**src/rtl/ikaopll_pkg.sv**
```systemverilog
// Shared constants and types for the OPLL DAC slot sequencer.
// Slot masks are indexed by slot number (bit n = slot n).
package ikaopll_pkg;

    localparam int SLOTS_PER_FRAME = 18;

    // Melody carriers present in every mode, plus the three extra melody
    // carriers that belong to rhythm channels when rhythm mode is off.
    localparam logic [17:0] MO_BASE = 18'h32320;
    localparam logic [17:0] MO_FM3  = 18'h0000B;
    localparam logic [17:0] RO_PERC = 18'h0001F;

    typedef logic signed [4:0] vol_t;

endpackage

```
**src/rtl/ikaopll_dac_sched_if.sv**
```systemverilog
// Handshake bundle between the timing/register front-end and the DAC scheduler.
interface ikaopll_dac_sched_if;
    import ikaopll_pkg::*;

    logic       i_phi1_NCEN_n;
    logic       i_SYNC;
    logic       i_RHYTHM_EN;
    logic       i_MOVOL_WR;
    logic       i_ROVOL_WR;
    vol_t       i_VOL_DATA;
    logic [4:0] o_SLOT;
    logic [3:0] o_PHASE;
    logic       o_CYCLE_00;
    logic       o_MO_CTRL;
    logic       o_RO_CTRL;
    logic       o_INHIBIT_FDBK;
    logic       o_DAC_EN;
    logic       o_RHYTHM_EN;
    vol_t       o_ACC_SIGNED_MOVOL;
    vol_t       o_ACC_SIGNED_ROVOL;
    logic       o_FRAME_STRB;

    modport master (
        output i_phi1_NCEN_n, i_SYNC, i_RHYTHM_EN, i_MOVOL_WR, i_ROVOL_WR, i_VOL_DATA,
        input  o_SLOT, o_PHASE, o_CYCLE_00, o_MO_CTRL, o_RO_CTRL, o_INHIBIT_FDBK,
               o_DAC_EN, o_RHYTHM_EN, o_ACC_SIGNED_MOVOL, o_ACC_SIGNED_ROVOL, o_FRAME_STRB
    );

    modport slave (
        input  i_phi1_NCEN_n, i_SYNC, i_RHYTHM_EN, i_MOVOL_WR, i_ROVOL_WR, i_VOL_DATA,
        output o_SLOT, o_PHASE, o_CYCLE_00, o_MO_CTRL, o_RO_CTRL, o_INHIBIT_FDBK,
               o_DAC_EN, o_RHYTHM_EN, o_ACC_SIGNED_MOVOL, o_ACC_SIGNED_ROVOL, o_FRAME_STRB
    );

endinterface

```
**src/rtl/ikaopll_vol_shadow.sv**
```systemverilog
// Volume register with a write shadow; a captured write only becomes
// visible on the next frame-boundary commit.
module ikaopll_vol_shadow
    import ikaopll_pkg::*;
#(
    parameter vol_t VOL_RESET = 5'sd8
) (
    input  logic i_EMUCLK,
    input  logic i_RST,
    input  logic commit,
    input  logic wr,
    input  vol_t data,
    output vol_t vol
);

    vol_t shadow;
    logic pending;

    // Writes are captured on every emuclk edge, independent of phi1. A write
    // landing on the commit edge stays pending for the following frame.
    always_ff @(posedge i_EMUCLK or posedge i_RST) begin
        if (i_RST) begin
            shadow  <= VOL_RESET;
            pending <= 1'b0;
            vol     <= VOL_RESET;
        end else begin
            if (wr)
                shadow <= data;
            if (commit && pending)
                vol <= shadow;
            pending <= wr | (pending & ~commit);
        end
    end

endmodule

```
**src/rtl/ikaopll_dac_sched.sv**
```systemverilog
// OPLL 18-slot operator frame sequencer with DAC strobe decode and
// frame-synchronous melody/rhythm volume registers.
module ikaopll_dac_sched
    import ikaopll_pkg::*;
#(
    parameter int   SLOT_LEN     = 4,
    parameter int   DAC_EN_START = 2,
    parameter vol_t VOL_RESET    = 5'sd8
) (
    input  logic                 i_EMUCLK,
    input  logic                 i_RST,
    ikaopll_dac_sched_if.slave   bus
);

    localparam logic [3:0] PHASE_LAST = 4'(SLOT_LEN - 1);
    localparam logic [4:0] SLOT_LAST  = 5'(SLOTS_PER_FRAME - 1);
    localparam logic [3:0] DAC_PHASE  = 4'(DAC_EN_START);

    logic [4:0] slot;
    logic [3:0] phase;
    logic       rhythm;
    logic       frame_strb;
    logic       en;
    logic       frame_start;
    logic       mo;
    logic       ro;
    vol_t       movol;
    vol_t       rovol;

    assign en          = ~bus.i_phi1_NCEN_n;
    assign frame_start = en & (bus.i_SYNC | ((phase == PHASE_LAST) & (slot == SLOT_LAST)));

    // SYNC takes priority over the normal phase/slot increment.
    always_ff @(posedge i_EMUCLK or posedge i_RST) begin
        if (i_RST) begin
            slot       <= '0;
            phase      <= '0;
            rhythm     <= 1'b0;
            frame_strb <= 1'b0;
        end else if (en) begin
            frame_strb <= frame_start;
            if (frame_start)
                rhythm <= bus.i_RHYTHM_EN;
            if (bus.i_SYNC) begin
                slot  <= '0;
                phase <= '0;
            end else if (phase == PHASE_LAST) begin
                phase <= '0;
                slot  <= (slot == SLOT_LAST) ? 5'd0 : slot + 5'd1;
            end else begin
                phase <= phase + 4'd1;
            end
        end
    end

    always_comb begin
        mo = MO_BASE[slot] | (~rhythm & MO_FM3[slot]);
        ro = rhythm & RO_PERC[slot];
    end

    ikaopll_vol_shadow #(.VOL_RESET(VOL_RESET)) u_movol (
        .i_EMUCLK (i_EMUCLK),
        .i_RST    (i_RST),
        .commit   (frame_start),
        .wr       (bus.i_MOVOL_WR),
        .data     (bus.i_VOL_DATA),
        .vol      (movol)
    );

    ikaopll_vol_shadow #(.VOL_RESET(VOL_RESET)) u_rovol (
        .i_EMUCLK (i_EMUCLK),
        .i_RST    (i_RST),
        .commit   (frame_start),
        .wr       (bus.i_ROVOL_WR),
        .data     (bus.i_VOL_DATA),
        .vol      (rovol)
    );

    assign bus.o_SLOT             = slot;
    assign bus.o_PHASE            = phase;
    assign bus.o_CYCLE_00         = (slot == 5'd0);
    assign bus.o_MO_CTRL          = mo;
    assign bus.o_RO_CTRL          = ro;
    assign bus.o_INHIBIT_FDBK     = ~(mo | ro);
    assign bus.o_DAC_EN           = (mo | ro) & (phase >= DAC_PHASE);
    assign bus.o_RHYTHM_EN        = rhythm;
    assign bus.o_ACC_SIGNED_MOVOL = movol;
    assign bus.o_ACC_SIGNED_ROVOL = rovol;
    assign bus.o_FRAME_STRB       = frame_strb;

endmodule

```
**src/flat_wrapper.sv**
```systemverilog
// flat-port wrapper written by rule: the top's interface ports become plain ports
module ikaopll_dac_sched_flat import ikaopll_pkg::*;
#(
    parameter int   SLOT_LEN     = 4,
    parameter int   DAC_EN_START = 2,
    parameter vol_t VOL_RESET    = 5'sd8
)
  (i_EMUCLK, i_RST, bus_i_phi1_NCEN_n, bus_i_SYNC, bus_i_RHYTHM_EN, bus_i_MOVOL_WR, bus_i_ROVOL_WR, bus_i_VOL_DATA, bus_o_SLOT, bus_o_PHASE, bus_o_CYCLE_00, bus_o_MO_CTRL, bus_o_RO_CTRL, bus_o_INHIBIT_FDBK, bus_o_DAC_EN, bus_o_RHYTHM_EN, bus_o_ACC_SIGNED_MOVOL, bus_o_ACC_SIGNED_ROVOL, bus_o_FRAME_STRB);
  ikaopll_dac_sched_if bus_i ();
  input  logic i_EMUCLK;
  input  logic i_RST;
  input wire logic [$bits(bus_i.i_phi1_NCEN_n)-1:0] bus_i_phi1_NCEN_n;
  input wire logic [$bits(bus_i.i_SYNC)-1:0] bus_i_SYNC;
  input wire logic [$bits(bus_i.i_RHYTHM_EN)-1:0] bus_i_RHYTHM_EN;
  input wire logic [$bits(bus_i.i_MOVOL_WR)-1:0] bus_i_MOVOL_WR;
  input wire logic [$bits(bus_i.i_ROVOL_WR)-1:0] bus_i_ROVOL_WR;
  input wire logic [$bits(bus_i.i_VOL_DATA)-1:0] bus_i_VOL_DATA;
  output wire logic [$bits(bus_i.o_SLOT)-1:0] bus_o_SLOT;
  output wire logic [$bits(bus_i.o_PHASE)-1:0] bus_o_PHASE;
  output wire logic [$bits(bus_i.o_CYCLE_00)-1:0] bus_o_CYCLE_00;
  output wire logic [$bits(bus_i.o_MO_CTRL)-1:0] bus_o_MO_CTRL;
  output wire logic [$bits(bus_i.o_RO_CTRL)-1:0] bus_o_RO_CTRL;
  output wire logic [$bits(bus_i.o_INHIBIT_FDBK)-1:0] bus_o_INHIBIT_FDBK;
  output wire logic [$bits(bus_i.o_DAC_EN)-1:0] bus_o_DAC_EN;
  output wire logic [$bits(bus_i.o_RHYTHM_EN)-1:0] bus_o_RHYTHM_EN;
  output wire logic [$bits(bus_i.o_ACC_SIGNED_MOVOL)-1:0] bus_o_ACC_SIGNED_MOVOL;
  output wire logic [$bits(bus_i.o_ACC_SIGNED_ROVOL)-1:0] bus_o_ACC_SIGNED_ROVOL;
  output wire logic [$bits(bus_i.o_FRAME_STRB)-1:0] bus_o_FRAME_STRB;
  assign bus_i.i_phi1_NCEN_n = bus_i_phi1_NCEN_n;
  assign bus_i.i_SYNC = bus_i_SYNC;
  assign bus_i.i_RHYTHM_EN = bus_i_RHYTHM_EN;
  assign bus_i.i_MOVOL_WR = bus_i_MOVOL_WR;
  assign bus_i.i_ROVOL_WR = bus_i_ROVOL_WR;
  assign bus_i.i_VOL_DATA = bus_i_VOL_DATA;
  assign bus_o_SLOT = bus_i.o_SLOT;
  assign bus_o_PHASE = bus_i.o_PHASE;
  assign bus_o_CYCLE_00 = bus_i.o_CYCLE_00;
  assign bus_o_MO_CTRL = bus_i.o_MO_CTRL;
  assign bus_o_RO_CTRL = bus_i.o_RO_CTRL;
  assign bus_o_INHIBIT_FDBK = bus_i.o_INHIBIT_FDBK;
  assign bus_o_DAC_EN = bus_i.o_DAC_EN;
  assign bus_o_RHYTHM_EN = bus_i.o_RHYTHM_EN;
  assign bus_o_ACC_SIGNED_MOVOL = bus_i.o_ACC_SIGNED_MOVOL;
  assign bus_o_ACC_SIGNED_ROVOL = bus_i.o_ACC_SIGNED_ROVOL;
  assign bus_o_FRAME_STRB = bus_i.o_FRAME_STRB;
  ikaopll_dac_sched #(.SLOT_LEN(SLOT_LEN), .DAC_EN_START(DAC_EN_START), .VOL_RESET(VOL_RESET)) u_core (.i_EMUCLK(i_EMUCLK), .i_RST(i_RST), .bus(bus_i));
endmodule
```
**config.mk**
```make
export PLATFORM = sky130hd
export DESIGN_NAME = ikaopll_dac_sched_flat
export DESIGN_NICKNAME = d
export VERILOG_FILES = /design/src/rtl/ikaopll_pkg.sv /design/src/rtl/ikaopll_dac_sched_if.sv /design/src/rtl/ikaopll_vol_shadow.sv /design/src/rtl/ikaopll_dac_sched.sv /design/src/flat_wrapper.sv
export SDC_FILE = /design/constraint.sdc
export NUM_CORES = 1
export LEC_CHECK = 0
export CORE_MARGIN = 2
export CORE_UTILIZATION = 44
export CTS_CLUSTER_SIZE = 14
export DETAILED_ROUTE_END_ITERATION = 8
export PLACE_DENSITY = 0.72
export SYNTH_ARGS = -nofsm -noshare
export SYNTH_HDL_FRONTEND = slang
export SYNTH_HIERARCHICAL = 1
export SYNTH_SLANG_ARGS = --single-unit
```
**constraint.sdc**
```tcl
create_clock -name i_EMUCLK -period 3.3 [get_ports i_EMUCLK]
set_input_delay 0.66 -clock i_EMUCLK [delete_from_list [all_inputs] [get_ports i_EMUCLK]]
set_output_delay 0.66 -clock i_EMUCLK [all_outputs]
set_load 0.005 [all_outputs]
```
==> flow_summary_export.csv, run 1 <==
group,metric,value,unit
synthesis,yosysUniqueCellTypes,33,
timing,fin_tns_setup,0,ns
hold_path,min_from,"u_core/bus.o_FRAME_STRB$_DFFE_PP0N_",
drt,firstDrtPassIters,3,
clocking,clkLatencyLatePin,0.33,ns
finish,final_common_cell,"clkdlybuf4s50_1",
clocking,clockBufferDepth,2,
worst_setup_path,cp.required,2.64,ns
floorplanning,die_height,64.2,um
global_route,grt_pass1_vias,983,
worst_setup_path,critPathKind,"reg -> out",
finish,post-route-util,0.604,
clocking,root_buffer,"clkbuf_4",
hold_path,hold_path_class,"reg -> reg",
worst_setup_path,r2r-end,"u_core/u_rovol/vol[0]$_DFFE_PP0P_",
clocking,numCtsBuffers,5,
run_status,status,"finished, final reports clean",
finish,drive_gt1_frac,0.244,
worst_setup_path,reg2regPathDepth,7,
timing,maxSlewHeadroom,0.721,
place,preCtsSetupSlack,0.736,ns
drt,dr_total_vias,1019,
clocking,cts_setup_buffers,0,
drt,ant_nets,0,
place,dpl_cell_area,1980,sq um
global_route,grtUsageTotal,0.157,
finish,diodes,0,
pwr,p_per_area,601,nW/um^2
synthesis,yosysWarnings,6,
worst_setup_path,critPathMaxFanout,5,
floorplanning,io_pins,38,
floorplanning,initial_utilization,0.467,
global_route,grt_busiest_layer,"met2",
global_route,grt_max_degree,12,
finish,layout-area-overhead-vs-synth,29.4,%
timing,hold_viol_final,0,
timing,setup_viol,0,
pwr,p_leak,0.911,nW
global_route,met1_usage,0.181,
synthesis,yosysSeqAreaShare,0.521,
worst_setup_path,start_kind,"register",
floorplanning,dieArea,4120,sq um
clocking,clk_pin_slew,0.10,ns
clocking,post_cts_resized,0,
drt,drcViolationCount,0,
place,dp_hpwl,2180,um
floorplanning,die_w,64.2,um
worst_setup_path,r2r-start,"u_core/bus.o_SLOT[1]$_DFFE_PP0P_",
global_route,overflow,0,
timing,setup_slack,0.577,ns
worst_setup_path,worstSetupEndpointType,"primary output",
clocking,cts-htree-levels,2,
place,io_buffer_count,37,
synthesis,syn_inst,120,
global_route,grt_pass1_wl,4820,um
floorplanning,core,3420,sq um
hold_path,hold_depth,2,
clocking,cts_tree,"done",
global_route,use_met3,0.0634,
place,gp_congestion,0.848,
drt,viasPerCell,4.95,
clocking,cts_hold_buf,0,
timing,finalCritPeriodShare,0.825,
synthesis,avgSynthCellArea,13.3,sq um
timing,rsz0062_at_grt,"no",
timing,slew_violations,0,
clocking,cts_sinks,33,
global_route,use_met2,0.258,
timing,fin_crit,2.72,ns
worst_setup_path,cp.arrival,2.06,ns
timing,tightest_slew,0.418,ns
timing,fin_skew,0.0133,ns
pwr,ir_drop,355,uV
run,drv_cap,0,
drt,wl_per_cell,14.1,um
synthesis,synthesis.area,1600,sq um
finish,finalInstanceArea,2060,sq um
synthesis,ys_ff_latch,33,
timing,max_freq,367,MHz
drt,drtIter0Drc,47,
finish,final_cell_mix,"37 x clkdlybuf4s50_1, 29 x dfrtp_1, 12 x mux2_2",
drt,wirelength,2910,um
hold_path,whs_endpoint,"u_core/bus.o_FRAME_STRB$_DFFE_PP0N_",
pwr,power,1.24,mW
worst_setup_path,regToRegSetupSlack,1.31,ns
synthesis,syn_nets,138,
floorplanning,core.rowCount,21,
finish,nets,177,
global_route,antenna_found_initial,0,
-- registers in the layout, summed over array words and instances (netlist names) --
signal	flops
u_core/bus.o_PHASE	4
u_core/bus.o_FRAME_STRB	1
u_core/bus.o_SLOT	5
u_core/u_rovol/vol	5
u_core/u_rovol/pending	1
u_core/u_movol/vol	5
u_core/bus.o_RHYTHM_EN	1
u_core/u_movol/pending	1
u_core/u_movol/shadow	5
u_core/u_rovol/shadow	5
-- stage by stage --
step	hold WS (ns)	cells
2_1_floorplan	0.469	120
3_3_place_gp	0.480	198
3_5_place_dp	0.480	198
4_1_cts	0.507	206
5_1_grt	0.525	206
6_report	0.501	206
-- critical path, cell delays in order (launching register included) --
cell	delay, ns
dfrtp_1	0.42
inv_1	0.10
ha_1	0.20
nor4_1	0.24
nor2_1	0.10
a31oi_1	0.16
clkdlybuf4s50_1	0.51
-- report_power, final --
part | total [mW] | switching [mW] | internal [mW]
Clock | 0.311 | 0.130 | 0.181
Combinational | 0.374 | 0.120 | 0.254
Sequential | 0.556 | 0.0631 | 0.493
Total | 1.24 | 0.313 | 0.928
-- cells by family (layout without fill, tap and decap cells) --
kind of cell               count (synthesis)  count (layout)  synth area share
adders and majority gates                  6               6            0.0471
DFF                                       33              33             0.521
AOI/OAI and AO/OA                         11              11            0.0580
and+or+nand+nor                           29              29             0.122
buffers and inverters                     14              54            0.0486
xor gates and xnor gates                   5               5            0.0275
muxes                                     22              22             0.176
-- worst max path at each step --
stage	slack (ns)	end	from	cells after the start
floorplan	1.40	u_core/u_movol/vol[0]$_DFFE_PP0P_	bus_i_phi1_NCEN_n	6
global placement	0.81	u_core/u_rovol/vol[2]$_DFFE_PP0P_	bus_i_phi1_NCEN_n	6
detailed placement	0.74	u_core/u_movol/vol[4]$_DFFE_PP0P_	bus_i_phi1_NCEN_n	6
CTS	0.53	bus_o_DAC_EN	u_core/bus.o_SLOT[0]$_DFFE_PP0P_	6
global route	0.43	bus_o_DAC_EN	u_core/bus.o_SLOT[0]$_DFFE_PP0P_	6
finish	0.58	bus_o_DAC_EN	u_core/bus.o_SLOT[0]$_DFFE_PP0P_	6
-- final cells by class --
cell class                      instances  area, sq um
Fill cell                             274         1350
Timing Repair Buffer                   37          370
Multi-Input combinational cell         73          687
Clock buffer                            7         55.1
Inverter                                9         33.8
Tap cell                               46         57.6
Clock inverter                          1         30.0
Sequential cell                        33          831
-- cells in the mapped netlist --
library cell | instances | share of area
dfrtp_1 | 29 | 0.45
mux2_2 | 12 | 0.085
inv_1 | 9 | 0.021
mux2_4 | 9 | 0.085
nor2_1 | 7 | 0.016
ha_1 | 6 | 0.047
a22o_1 | 4 | 0.022
dfstp_2 | 4 | 0.066
nand2_1 | 4 | 0.0094
buf_6 | 3 | 0.021
nor2b_1 | 3 | 0.012
xnor2_1 | 3 | 0.016
a21o_1 | 2 | 0.0094
buf_2 | 2 | 0.0063
nand2_2 | 2 | 0.0078
nand3_1 | 2 | 0.0063
nor4_1 | 2 | 0.0078
xor2_1 | 2 | 0.011
a22oi_1 | 1 | 0.0047
a31oi_1 | 1 | 0.0039
and3_1 | 1 | 0.0039
and4bb_2 | 1 | 0.0078
mux2_1 | 1 | 0.0071
nand2b_1 | 1 | 0.0039
nand3b_1 | 1 | 0.0047
nand4b_1 | 1 | 0.0055
nor3b_4 | 1 | 0.012
nor4b_1 | 1 | 0.0055
nor4b_4 | 1 | 0.015
o22ai_2 | 1 | 0.0078
o31ai_1 | 1 | 0.0047
o32ai_1 | 1 | 0.0055
or2_2 | 1 | 0.0039
-- per-layer routing --
layer | routed length, um | share of wire
met5 | 0 | 0
met4 | 42 | 0.014
met3 | 200 | 0.069
met2 | 1410 | 0.48
met1 | 1260 | 0.43
(Power assumes the default switching activity.)
==> run 2, diff against run 1 <==
clock period = 2.6 ns   (was 3.3 ns; I/O delays follow)
==> flow_summary_export.csv, run 2 (same netlist as run 1, synthesis figures left out) <==
group,metric,value,unit
finish,final_common_cell,"clkdlybuf4s50_1",
finish,drive_gt1_frac,0.282,
floorplanning,core.rowCount,21,
global_route,use_met3,0.0546,
finish,layoutNonFillerInstCount,209,
clocking,clkLatencyLatePin,0.33,ns
clocking,cts-htree-levels,2,
drt,drtIter0Drc,18,
finish,final_cell_mix,"36 x clkdlybuf4s50_1, 28 x dfrtp_1, 12 x mux2_2",
worst_setup_path,worstSetupEndpointType,"primary output",
hold_path,min_from,"u_core/u_movol/pending$_DFF_PP0_",
worst_setup_path,critPathMaxFanout,3,
floorplanning,io_pins,38,
timing,setup_viol,0,
pwr,p_leak,0.936,nW
timing,tightest_slew,0.417,ns
clocking,cts_sinks,33,
floorplanning,die_w,64.2,um
global_route,grt_max_degree,12,
run,drv_cap,0,
clocking,cts_hold_buf,0,
global_route,antenna_found_initial,0,
floorplanning,die_height,64.2,um
hold_path,hold_path_class,"reg -> reg",
run_status,status,"finished, final reports clean",
timing,maxSlewHeadroom,0.722,
timing,rsz0062_at_grt,"no",
drt,wirelength,2890,um
pwr,p_per_area,725,nW/um^2
clocking,numCtsBuffers,5,
finish,fill_cells,284,
finish,post-route-util,0.611,
timing,fin_skew,0.00542,ns
worst_setup_path,critPathKind,"reg -> out",
drt,viasPerCell,5.10,
timing,slew_violations,0,
clocking,clockBufferDepth,2,
worst_setup_path,r2r-start,"u_core/bus.o_SLOT[0]$_DFFE_PP0P_",
floorplanning,initial_utilization,0.467,
worst_setup_path,start_kind,"register",
floorplanning,dieArea,4120,sq um
global_route,met1_usage,0.184,
clocking,clk_pin_slew,0.10,ns
place,io_buffer_count,37,
timing,fin_tns_setup,0,ns
clocking,root_buffer,"clkbuf_4",
global_route,grt_pass1_vias,1093,
timing,max_freq,403,MHz
place,gp_congestion,0.829,
pwr,ir_drop,446,uV
finish,layout-area-overhead-vs-synth,30.8,%
global_route,grt_pass1_wl,4970,um
drt,firstDrtPassIters,4,
worst_setup_path,cp.arrival,1.96,ns
global_route,use_met2,0.263,
finish,nets,180,
timing,fin_crit,2.48,ns
worst_setup_path,worstSetupStartpoint,"u_core/bus.o_SLOT[0]$_DFFE_PP0P_",
floorplanning,core,3420,sq um
finish,multiInputGateArea,698,sq um
place,dpl.cell_count,199,
global_route,grt_busiest_layer,"met2",
finish,diodes,0,
drt,wl_per_cell,13.8,um
drt,dr_total_vias,1065,
timing,finalCritPeriodShare,0.955,
worst_setup_path,cp.required,2.08,ns
clocking,cts_tree,"done",
global_route,overflow,0,
timing,hold_viol_final,0,
drt,ant_nets,0,
place,dp_hpwl,2140,um
drt,drcViolationCount,0,
global_route,grtUsageTotal,0.159,
finish,seq_area,832,sq um
==> run 2: power by group <==
part,internal [mW],leakage [nW],switching [mW],total (mW)
logic,0.329,0.500,0.157,0.487
registers,0.626,0.395,0.0778,0.704
clock network,0.157,0.0413,0.167,0.323
total,1.11,0.936,0.402,1.51
==> run 2: metrics by stage <==
stage / worst slack [ns] / area, sq um / hold slack (ns) / total power, mW
6_report: 0.116 / 2090 / 0.515 / 1.51
5_1_grt: 0.0216 / 2090 / 0.538 / 1.62
4_1_cts: 0.0202 / 2070 / 0.523 / 1.54
3_5_place_dp: 0.155 / 1990 / 0.497 / 1.19
3_3_place_gp: 0.247 / 1990 / 0.480 / 1.18
2_1_floorplan: 0.799 / 1600 / 0.371 / 0.911
==> run 2: per-layer routing <==
layer  up-vias  part of all wire
li1        495                 -
met1       527              0.43
met2        36              0.49
met3         7             0.062
met4         0             0.018
met5         -                 0
==> run 2: timing repair <==
item | CTS | global route
pin swaps | 0 | 1
endpoints found under the setup margin | 1 | 2
resized for setup | 0 | 4
setup buffers | 2 | 0
==> run 2: layout make-up <==
cell class                      count  area share
Clock buffer                        7      0.0312
Tap cell                           46      0.0276
Sequential cell                    33       0.399
Multi-Input combinational cell     73       0.335
Clock inverter                      1     0.00240
Timing Repair Buffer               40       0.189
Inverter                            9      0.0162
==> run 2: final timing paths <==
check / cells past startpoint / slack, ns / to
worst max register to register: 7 / 0.62 / u_core/u_rovol/vol[0]$_DFFE_PP0P_
max in group asynchronous: 2 / 1.72 / u_core/bus.o_SLOT[1]$_DFFE_PP0P_
min in group asynchronous: 2 / 0.55 / u_core/u_movol/shadow[2]$_DFFE_PP0P_
worst min register to register: 1 / 0.52 / u_core/u_movol/pending$_DFF_PP0_
worst max-delay path: 5 / 0.12 / bus_o_INHIBIT_FDBK
worst min-delay path: 1 / 0.52 / u_core/u_movol/pending$_DFF_PP0_
==> run 2: critical path, stage by stage, from the launching register on <==
cell	delay, ns
dfrtp_1	0.39
buf_4	0.14
ha_1	0.22
a22oi_2	0.22
and3_1	0.17
clkdlybuf4s50_1	0.49
